--- src/rtl/uart_tx_ctrl_pkg.sv ---
// Shared UART TX definitions: FSM state encoding
// and the output multiplexer select codes.
package uart_tx_ctrl_pkg;

  typedef enum logic [2:0] {
    ST_IDLE   = 3'd0,
    ST_START  = 3'd1,
    ST_DATA   = 3'd2,
    ST_PARITY = 3'd3,
    ST_STOP   = 3'd4
  } state_e;

  localparam logic [1:0] SEL_START = 2'b00;
  localparam logic [1:0] SEL_STOP  = 2'b01;
  localparam logic [1:0] SEL_DATA  = 2'b10;
  localparam logic [1:0] SEL_PAR   = 2'b11;

  // Mux select driven while in a given state.
  function automatic logic [1:0] sel_of(
    input state_e s
  );
    logic [1:0] sel;
    sel = SEL_STOP;
    unique case (s)
      ST_START:  sel = SEL_START;
      ST_DATA:   sel = SEL_DATA;
      ST_PARITY: sel = SEL_PAR;
      default:   sel = SEL_STOP;
    endcase
    return sel;
  endfunction

endpackage

--- src/rtl/uart_tx_serializer.sv ---
// Load/shift register plus bit counter; LSB first.
// Ports: clk, rst_n, load, shift_en, data_in, ser_out, done.
module uart_tx_serializer #(
  parameter int DATA_WIDTH = 8,
  parameter int CNT_WIDTH  = $clog2(DATA_WIDTH)
) (
  input  logic                  clk,
  input  logic                  rst_n,
  input  logic                  load,
  input  logic                  shift_en,
  input  logic [DATA_WIDTH-1:0] data_in,
  output logic                  ser_out,
  output logic                  done
);

  logic [DATA_WIDTH-1:0] sr;
  logic [CNT_WIDTH-1:0]  cnt;

  assign done    = (cnt == CNT_WIDTH'(DATA_WIDTH - 1));
  // sr[0] is a flop, so the current bit is already registered.
  assign ser_out = sr[0];

  always_ff @(posedge clk or negedge rst_n) begin
    if (!rst_n) begin
      sr  <= '0;
      cnt <= '0;
    end else if (load) begin
      sr  <= data_in;
      cnt <= '0;
    end else if (shift_en) begin
      sr <= {1'b0, sr[DATA_WIDTH-1:1]};
      // Saturate at the last index; never wraps.
      if (!done) cnt <= cnt + CNT_WIDTH'(1);
    end
  end

endmodule

--- src/rtl/uart_tx_ctrl.sv ---
// UART TX control: frames start/data/parity/stop.
// In: CLK RST P_DATA Data_Valid PAR_EN PAR_TYP; Out: Selection_Bits Ser_Data Par_Bit Busy.
module uart_tx_ctrl
  import uart_tx_ctrl_pkg::*;
#(
  parameter int DATA_WIDTH = 8,
  parameter int CNT_WIDTH  = $clog2(DATA_WIDTH)
) (
  input  logic                  CLK,
  input  logic                  RST,
  input  logic [DATA_WIDTH-1:0] P_DATA,
  input  logic                  Data_Valid,
  input  logic                  PAR_EN,
  input  logic                  PAR_TYP,
  output logic [1:0]            Selection_Bits,
  output logic                  Ser_Data,
  output logic                  Par_Bit,
  output logic                  Busy
);

  state_e state, state_nxt;
  logic   accept;
  logic   par_en_q;
  logic   done;

  always_comb begin
    state_nxt = state;
    accept    = 1'b0;
    unique case (state)
      ST_IDLE: begin
        if (Data_Valid) begin
          accept    = 1'b1;
          state_nxt = ST_START;
        end
      end
      ST_START:  state_nxt = ST_DATA;
      ST_DATA: begin
        if (done)
          state_nxt = par_en_q ? ST_PARITY : ST_STOP;
      end
      ST_PARITY: state_nxt = ST_STOP;
      ST_STOP:   state_nxt = ST_IDLE;
      default:   state_nxt = ST_IDLE;
    endcase
  end

  // Outputs are registered from the next state so
  // they line up with the state they describe.
  always_ff @(posedge CLK or negedge RST) begin
    if (!RST) begin
      state          <= ST_IDLE;
      Selection_Bits <= SEL_STOP;
      Busy           <= 1'b0;
      Par_Bit        <= 1'b0;
      par_en_q       <= 1'b0;
    end else begin
      state          <= state_nxt;
      Selection_Bits <= sel_of(state_nxt);
      Busy           <= (state_nxt != ST_IDLE);
      if (accept) begin
        Par_Bit  <= ^P_DATA ^ PAR_TYP;
        par_en_q <= PAR_EN;
      end
    end
  end

  uart_tx_serializer #(
    .DATA_WIDTH (DATA_WIDTH),
    .CNT_WIDTH  (CNT_WIDTH)
  ) u_ser (
    .clk      (CLK),
    .rst_n    (RST),
    .load     (accept),
    .shift_en (state == ST_DATA),
    .data_in  (P_DATA),
    .ser_out  (Ser_Data),
    .done     (done)
  );

endmodule

--- config.mk ---
export PLATFORM = sky130hd
export DESIGN_NAME = uart_tx_ctrl
export DESIGN_NICKNAME = d
export VERILOG_FILES = /design/src/rtl/uart_tx_ctrl_pkg.sv /design/src/rtl/uart_tx_serializer.sv /design/src/rtl/uart_tx_ctrl.sv
export SDC_FILE = /design/constraint.sdc
export NUM_CORES = 1
export LEC_CHECK = 0
export BUFFER_PORTS_ARGS = -buffer_cell sky130_fd_sc_hd__buf_2
export CAP_MARGIN = 20
export CORE_MARGIN = 10
export CORE_UTILIZATION = 23
export CTS_CLUSTER_SIZE = 10
export DETAILED_ROUTE_END_ITERATION = 16
export SLEW_MARGIN = 10
export SYNTH_ARGS = -nofsm -noshare
export SYNTH_HDL_FRONTEND = slang
export SYNTH_HIERARCHICAL = 1
export SYNTH_SLANG_ARGS = --single-unit
export TNS_END_PERCENT = 10
--- constraint.sdc ---
create_clock -name CLK -period 1.7 [get_ports CLK]
set_input_delay 0.17 -clock CLK [delete_from_list [all_inputs] [get_ports CLK]]
set_output_delay 0.17 -clock CLK [all_outputs]
set_load 0.005 [all_outputs]
==> flow_metrics.py, run 1 <==
metrics = {
    "sta": {
        "hold-worst-slack_ps": 153,
        "maxSlewHeadroom_pct": 69.7,
        "clock.fmax_ghz": 0.697,
        "finalSetupTns_ps": 0,
        "timing_worst_slew_pin_value_ps": 452,
        "fin_crit_ps": 1430,
        "finalHoldViolCount": 0,
        "clock-skew-final_ps": 2.75,
        "fin_crit_sh_pct": 84.3,
        "setup_slack_ps": 266,
        "grt_setup_unrepaired": "false",
        "setup_viol": 0,
        "timing.final.max_slew_violations": 0,
    },
    "synthesis": {
        "ys.flop_type": "dfrtp_1",
        "synthesized_netlist_cell_count": 82,
        "syn_nets": 97,
        "ys.warnings.count": 6,
        "synth_area_leader_cell": "dfrtp_1",
        "synthTopCellsByArea": "dfrtp_1, mux2i_1, o21ai_1",
        "synth_seq_area_share_pct": 50.6,
        "post_synth.cell_area_avg_um2": 11.5,
        "ys_seq_elements": 19,
        "number_of_enable_flip_flop_cells_after_synthesis": 0,
        "yosysUniqueCellTypes": 24,
        "synthArstFlopShare_pct": 100,
        "synth_top_cell_area_share_pct": 47.8,
        "post_synth_instance_area_um2": 942,
    },
    "pwr": {
        "netSwitchingPower_mw": 0.649,
        "power.clock.fraction_pct": 16.2,
        "sequentialPowerShare_pct": 43.1,
        "comb_power_share_pct": 40.7,
        "net_sw_share_pct": 34.8,
        "internal_power_mw": 1.22,
        "irDropWorstVdd_v": 0.000606,
        "cellLeakagePower_nw": 0.537,
        "power.density_nw_per_um2": 1640,
        "design_power_total_mw": 1.87,
    },
    "grt": {
        "first_global_vias": 697,
        "grt_remaining_overflow": 0,
        "wire_length_of_the_first_global_routing_pass_mm": 3.02,
        "grt_antenna_before_repair": 0,
        "globalRouteTotalUtil_pct": 5.04,
        "grt_max_degree": 20,
    },
    "placement": {
        "routabilityCongestion": 0.725,
        "preCtsSetupSlack_ps": 258,
        "post-dp-hpwl_mm": 1.44,
        "port_buffers": 17,
        "place_area_um2": 1080,
    },
    "final_layout": {
        "insertedDiodeCount": 0,
        "footprint_of_the_multi_input_gates_um2": 430,
        "fill_cells": 430,
        "layout.area.seq_um2": 477,
        "nNetsFinal": 120,
        "syn_to_layout_area_delta_pct": 21.0,
        "finish.instance_area_um2": 1140,
        "post_route_cells_drive_above_1_share_pct": 29.8,
    },
    "floorplan": {
        "ios": 18,
        "placement_row_count": 23,
        "design.die.area_um2": 7060,
        "height_of_the_die_um": 84,
        "core_area_um2": 3970,
        "effective_utilization_at_floorplan_pct": 23.7,
        "die_x_um": 84,
    },
    "detailed_routing": {
        "drc_errors": 0,
        "drt_first_pass_iters": 4,
        "drtIter0Drc": 5,
        "number_of_vias_in_the_routed_layout": 652,
        "viasPerCell": 4.23,
        "drt-total-wl_mm": 1.79,
        "wire_per_inst_um": 11.6,
        "number_of_nets_with_antenna_violations_after_routing": 0,
    },
    "worst_setup_path": {
        "cp.arrival_ps": 1560,
        "rr_startpoint": "state[2]$_DFF_PN0_",
        "setup_slack_reg_to_reg_ps": 270,
        "worst_setup_path_category": "register to register",
        "number_of_cells_traversed_by_the_worst_register_to_register_path": 3,
        "max_stage_delay_ps": 510,
        "cp-start-kind": "register",
        "worst_setup_path_end_kind": "register",
        "cp_cell_sequence": "nor4b_4 > buf_4 > o21ai_0",
        "critPathMaxFanout": 10,
        "cp-startpoint": "state[2]$_DFF_PN0_",
        "worst_setup_path_endpoint": "par_en_q$_DFFE_PN0P_",
        "crit_path_top_delay_cell": "nor4b_4",
        "timing.rr.end": "par_en_q$_DFFE_PN0P_",
        "worstPathRequired_ps": 1830,
    },
    "status": {
        "status": "finished, final reports clean",
    },
    "clock_network": {
        "cts.htree.levels": 1,
        "number_of_buffers_inserted_during_clock_tree_synthesis": 3,
        "cts_root_buffer": "clkbuf_8",
        "cts_hold_buf": 1,
        "clock_latency_ps": 250,
        "cts_tree": "done",
        "cts.clk_slew.worst_paths_ps": 60,
        "cts-root-to-sink-buffers": 2,
        "cts_resized": 0,
        "cts_sinks": 19,
        "cts.repair_timing.setup_buffer_count": 0,
    },
    "job": {
        "max-cap-violations": 0,
    },
    "worst_hold_path": {
        "hold_class": "input pin to register",
    },
}
## worst min path at each step
stage / start / endpoint / depth (start not counted)
global route: P_DATA[3] / u_ser/sr[3]$_DFFE_PN0P_ / 3
floorplan: RST / Busy$_DFF_PN0_ / 0
CTS: P_DATA[0] / u_ser/sr[0]$_DFFE_PN0P_ / 3
detailed placement: RST / state[1]$_DFF_PN0_ / 1
finish: PAR_EN / par_en_q$_DFFE_PN0P_ / 3
global placement: RST / Selection_Bits[1]$_DFF_PN0_ / 1
## state kept, by name, summed over array words and instances, names as in the netlist
name            cells
Busy                1
Par_Bit             1
Selection_Bits      2
par_en_q            1
state               3
u_ser/cnt           3
u_ser/sr            8
## synthesized netlist by cell type (2+ instances only)
master and instances:
ha_1 2, buf_6 2, dfrtp_1 18, inv_1 2, a21oi_1 3, nand2b_1 3, nand2_1 9, mux2i_1 9
o21ai_1 7, xor2_1 2, o21ai_0 2, xnor2_1 4, nor2_1 7, nor3_1 2
## power by group through the flow
stage	sequential (mW)	clock [mW]	combinational [mW]
after floorplan	0.794	0	0.584
after global placement	0.805	0	0.753
after detailed placement	0.812	0	0.778
after CTS	0.807	0.317	0.782
after global routing	0.833	0.337	0.858
final	0.806	0.302	0.760
## cells by family after synthesis
group                    count (synthesis)  share of synthesized area [%]
AO/OA/AOI/OAI                           14                           7.97
AND/OR/NAND/NOR                         24                           14.1
buffers and inverters                    5                           3.72
multiplexers                            10                           11.2
XOR/XNOR                                 8                           9.83
flip-flops                              19                           50.6
adder cells (fa/ha/maj)                  2                           2.66
## layer usage
layer | global-route usage [%] | part of all wire (%)
met1 | 5.48 | 43
met2 | 8.64 | 51
met3 | 0.195 | 1.7
met4 | 4.57 | 3.3
met5 | 0 | 0
## layout by cell type (no fill, tap or decap), drive strengths merged
cell type	count
buf	20
dfrtp	18
nand2	9
mux2i	9
o21ai	9
nor2	8
xnor2	5
nand2b	4
clkbuf	4
a21oi	3
inv	2
nor3	2
xor2	2
ha	2
dfstp	1
nor4b	1
a31o	1
o22ai	1
xnor3	1
mux2	1
dlygate4sd3	1
## cell type report
type	instances	share of cell area, %
Clock buffer	4	3.95
Inverter	2	0.659
Multi-Input combinational cell	58	37.8
Sequential cell	19	41.8
Tap cell	50	5.49
Timing Repair Buffer	21	10.3
## worst max-delay path, delay by kind of cell, from the launching register on
family                 cells  cell delay (ps)
AOI/OAI and AO/OA          1               90
buffers and inverters      1              250
DFF                        1              460
and+or+nand+nor            1              510
## stage by stage
stage / util, % / instances
after floorplan: - / 82
after global placement: 27.3 / 149
after detailed placement: 27.3 / 149
after CTS: 28.7 / 154
after global routing: 28.7 / 154
final: 28.7 / 154
No activity file was read; power rests on OpenSTA's default activity.
==> inputs of run 2 (changes only) <==
clock period = 1.5 ns   (was 1.7 ns; I/O delays follow)
==> run 2 against run 1 <==
Against the previous run: worst setup slack worse by 160 ps; hold slack worse by 36 ps; total power is 19% higher; sequential share of layout area is 1.4 points lower; clock power is 14% higher; die area stayed put; via count is 1.8% higher; wire length is 4.6% higher; utilization is 0.98 points higher; global-route usage is 0.39 points higher; first-iteration DRC count grew to 3.6 times the previous value; combinational power is 27% higher; largest power group is now combinational cells.
==> flow_metrics.py, run 2 (synthesis gave the netlist of run 1 again) <==
metrics = {
    "status": {
        "status": "finished, final reports clean",
    },
    "worst_setup_path": {
        "cp-start-kind": "register",
        "setup_slack_reg_to_reg_ps": 110,
        "number_of_cells_traversed_by_the_worst_register_to_register_path": 5,
        "worstPathRequired_ps": 1640,
        "worst_setup_path_end_kind": "register",
        "timing.rr.end": "u_ser/sr[2]$_DFFE_PN0P_",
        "cp.arrival_ps": 1540,
        "critPathMaxFanout": 10,
        "rr_startpoint": "state[0]$_DFF_PN0_",
        "worst_setup_path_category": "register to register",
    },
    "final_layout": {
        "syn_to_layout_area_delta_pct": 25.1,
        "nNetsFinal": 123,
        "reg_top3": "u_ser/sr x8, state x3, u_ser/cnt x3",
        "largest_register_by_flop_count": "u_ser/sr",
        "layout.cells.most_common_list": "dfrtp_1, buf_2, nand2_1, mux2i_1, o21ai_1",
        "fill_cells": 438,
        "footprint_of_the_multi_input_gates_um2": 433,
        "post_route_cells_drive_above_1_share_pct": 33.6,
        "finish.instance_area_um2": 1180,
        "leading_cell_type_in_the_layout_fill_and_taps_excluded": "dfrtp_1",
        "insertedDiodeCount": 0,
        "flip_flop_count_of_the_largest_register_all_copies_and_words_added": 8,
        "layout.area.seq_um2": 477,
    },
    "sta": {
        "clock-skew-final_ps": 4.35,
        "fin_crit_ps": 1390,
        "grt_setup_unrepaired": "false",
        "finalSetupTns_ps": 0,
        "hold-worst-slack_ps": 117,
        "maxSlewHeadroom_pct": 71.7,
        "timing_worst_slew_pin_value_ps": 425,
        "fin_crit_sh_pct": 92.9,
        "timing.final.max_slew_violations": 0,
        "finalHoldViolCount": 0,
        "clock.fmax_ghz": 0.717,
        "setup_viol": 0,
    },
    "worst_hold_path": {
        "min_delay_path_depth": 3,
        "min_to": "par_en_q$_DFFE_PN0P_",
        "hold_start": "PAR_EN",
        "hold_class": "input pin to register",
    },
    "job": {
        "max-cap-violations": 0,
    },
    "floorplan": {
        "die_x_um": 84,
        "placement_row_count": 23,
        "design.die.area_um2": 7060,
        "core_area_um2": 3970,
        "effective_utilization_at_floorplan_pct": 23.7,
        "height_of_the_die_um": 84,
        "ios": 18,
    },
    "clock_network": {
        "clock_latency_ps": 250,
        "cts-root-to-sink-buffers": 2,
        "cts_root_buffer": "clkbuf_8",
        "cts_sinks": 19,
        "number_of_buffers_inserted_during_clock_tree_synthesis": 3,
        "cts_tree": "done",
        "cts.htree.levels": 1,
        "cts.clk_slew.worst_paths_ps": 70,
    },
    "grt": {
        "wire_length_of_the_first_global_routing_pass_mm": 3.17,
        "grt_remaining_overflow": 0,
        "grt_antenna_before_repair": 0,
        "globalRouteTotalUtil_pct": 5.43,
        "grt.met1_usage_pct": 5.91,
        "most_used_layer_global_route": "met2",
        "globalRouteMet3Util_pct": 0.586,
        "grt_max_degree": 20,
        "first_global_vias": 702,
        "gr-usage-met2_pct": 9.20,
    },
    "placement": {
        "port_buffers": 17,
        "place_area_um2": 1100,
        "post-dp-hpwl_mm": 1.48,
        "routabilityCongestion": 0.735,
    },
    "detailed_routing": {
        "drtIter0Drc": 18,
        "drc_errors": 0,
        "viasPerCell": 4.23,
        "wire_per_inst_um": 11.9,
        "number_of_vias_in_the_routed_layout": 664,
        "drt_first_pass_iters": 4,
        "number_of_nets_with_antenna_violations_after_routing": 0,
        "drt-total-wl_mm": 1.87,
    },
    "pwr": {
        "irDropWorstVdd_v": 0.000656,
        "cellLeakagePower_nw": 0.559,
        "power.density_nw_per_um2": 1880,
    },
}
run 2: stage by stage:
step	util, %	std cells	worst slack [ps]	power (mW)
final	29.7	157	106	2.21
after global routing	29.7	157	21.8	2.40
after CTS	29.2	155	59.2	2.22
after detailed placement	27.8	150	62.7	1.86
after global placement	27.8	150	125	1.82
after floorplan	-	82	137	1.56
run 2: metal layers:
| layer | vias to the layer above | routed length [µm] |
|---|---|---|
| met5 | - | 0 |
| met4 | 0 | 57 |
| met3 | 4 | 65 |
| met2 | 18 | 978 |
| met1 | 317 | 773 |
| li1 | 325 | - |
run 2: repair_timing:
item,in CTS,in global routing
buffers inserted,0,2
hold endpoints to repair,18,0
hold buffers,1,0
resized for setup,0,1
endpoints found under the setup margin,0,5
run 2: worst max-delay path by stage:
| stage | slack [ps] | end | startpoint |
|---|---|---|---|
| 2_1_floorplan | 140 | u_ser/sr[7]$_DFFE_PN0P_ | state[2]$_DFF_PN0_ |
| 3_3_place_gp | 130 | Par_Bit$_DFFE_PN0P_ | P_DATA[2] |
| 3_5_place_dp | 60 | u_ser/sr[2]$_DFFE_PN0P_ | state[0]$_DFF_PN0_ |
| 4_1_cts | 60 | u_ser/sr[2]$_DFFE_PN0P_ | state[0]$_DFF_PN0_ |
| 5_1_grt | 20 | u_ser/sr[2]$_DFFE_PN0P_ | state[0]$_DFF_PN0_ |
| 6_report | 110 | u_ser/sr[2]$_DFFE_PN0P_ | state[0]$_DFF_PN0_ |
run 2: cell type report:
type / count / share of cell area, %
multi-input combinational: 58 / 36.7
sequential: 19 / 40.4
tap: 50 / 5.31
clock buffer: 3 / 3.50
clock inverter: 1 / 0.425
inverter: 2 / 0.637
timing repair buffer: 24 / 13.0
run 2: power by group:
group | internal (mW) | switching (mW)
clock network | 0.184 | 0.159
registers | 0.759 | 0.149
logic | 0.500 | 0.463
run 2: worst max-delay path: stages, from the launching register on:
cell and delay, ps:
dfrtp_1 450, nand2b_1 220, nor2_2 160, buf_12 160
mux2i_1 210, o21ai_1 80
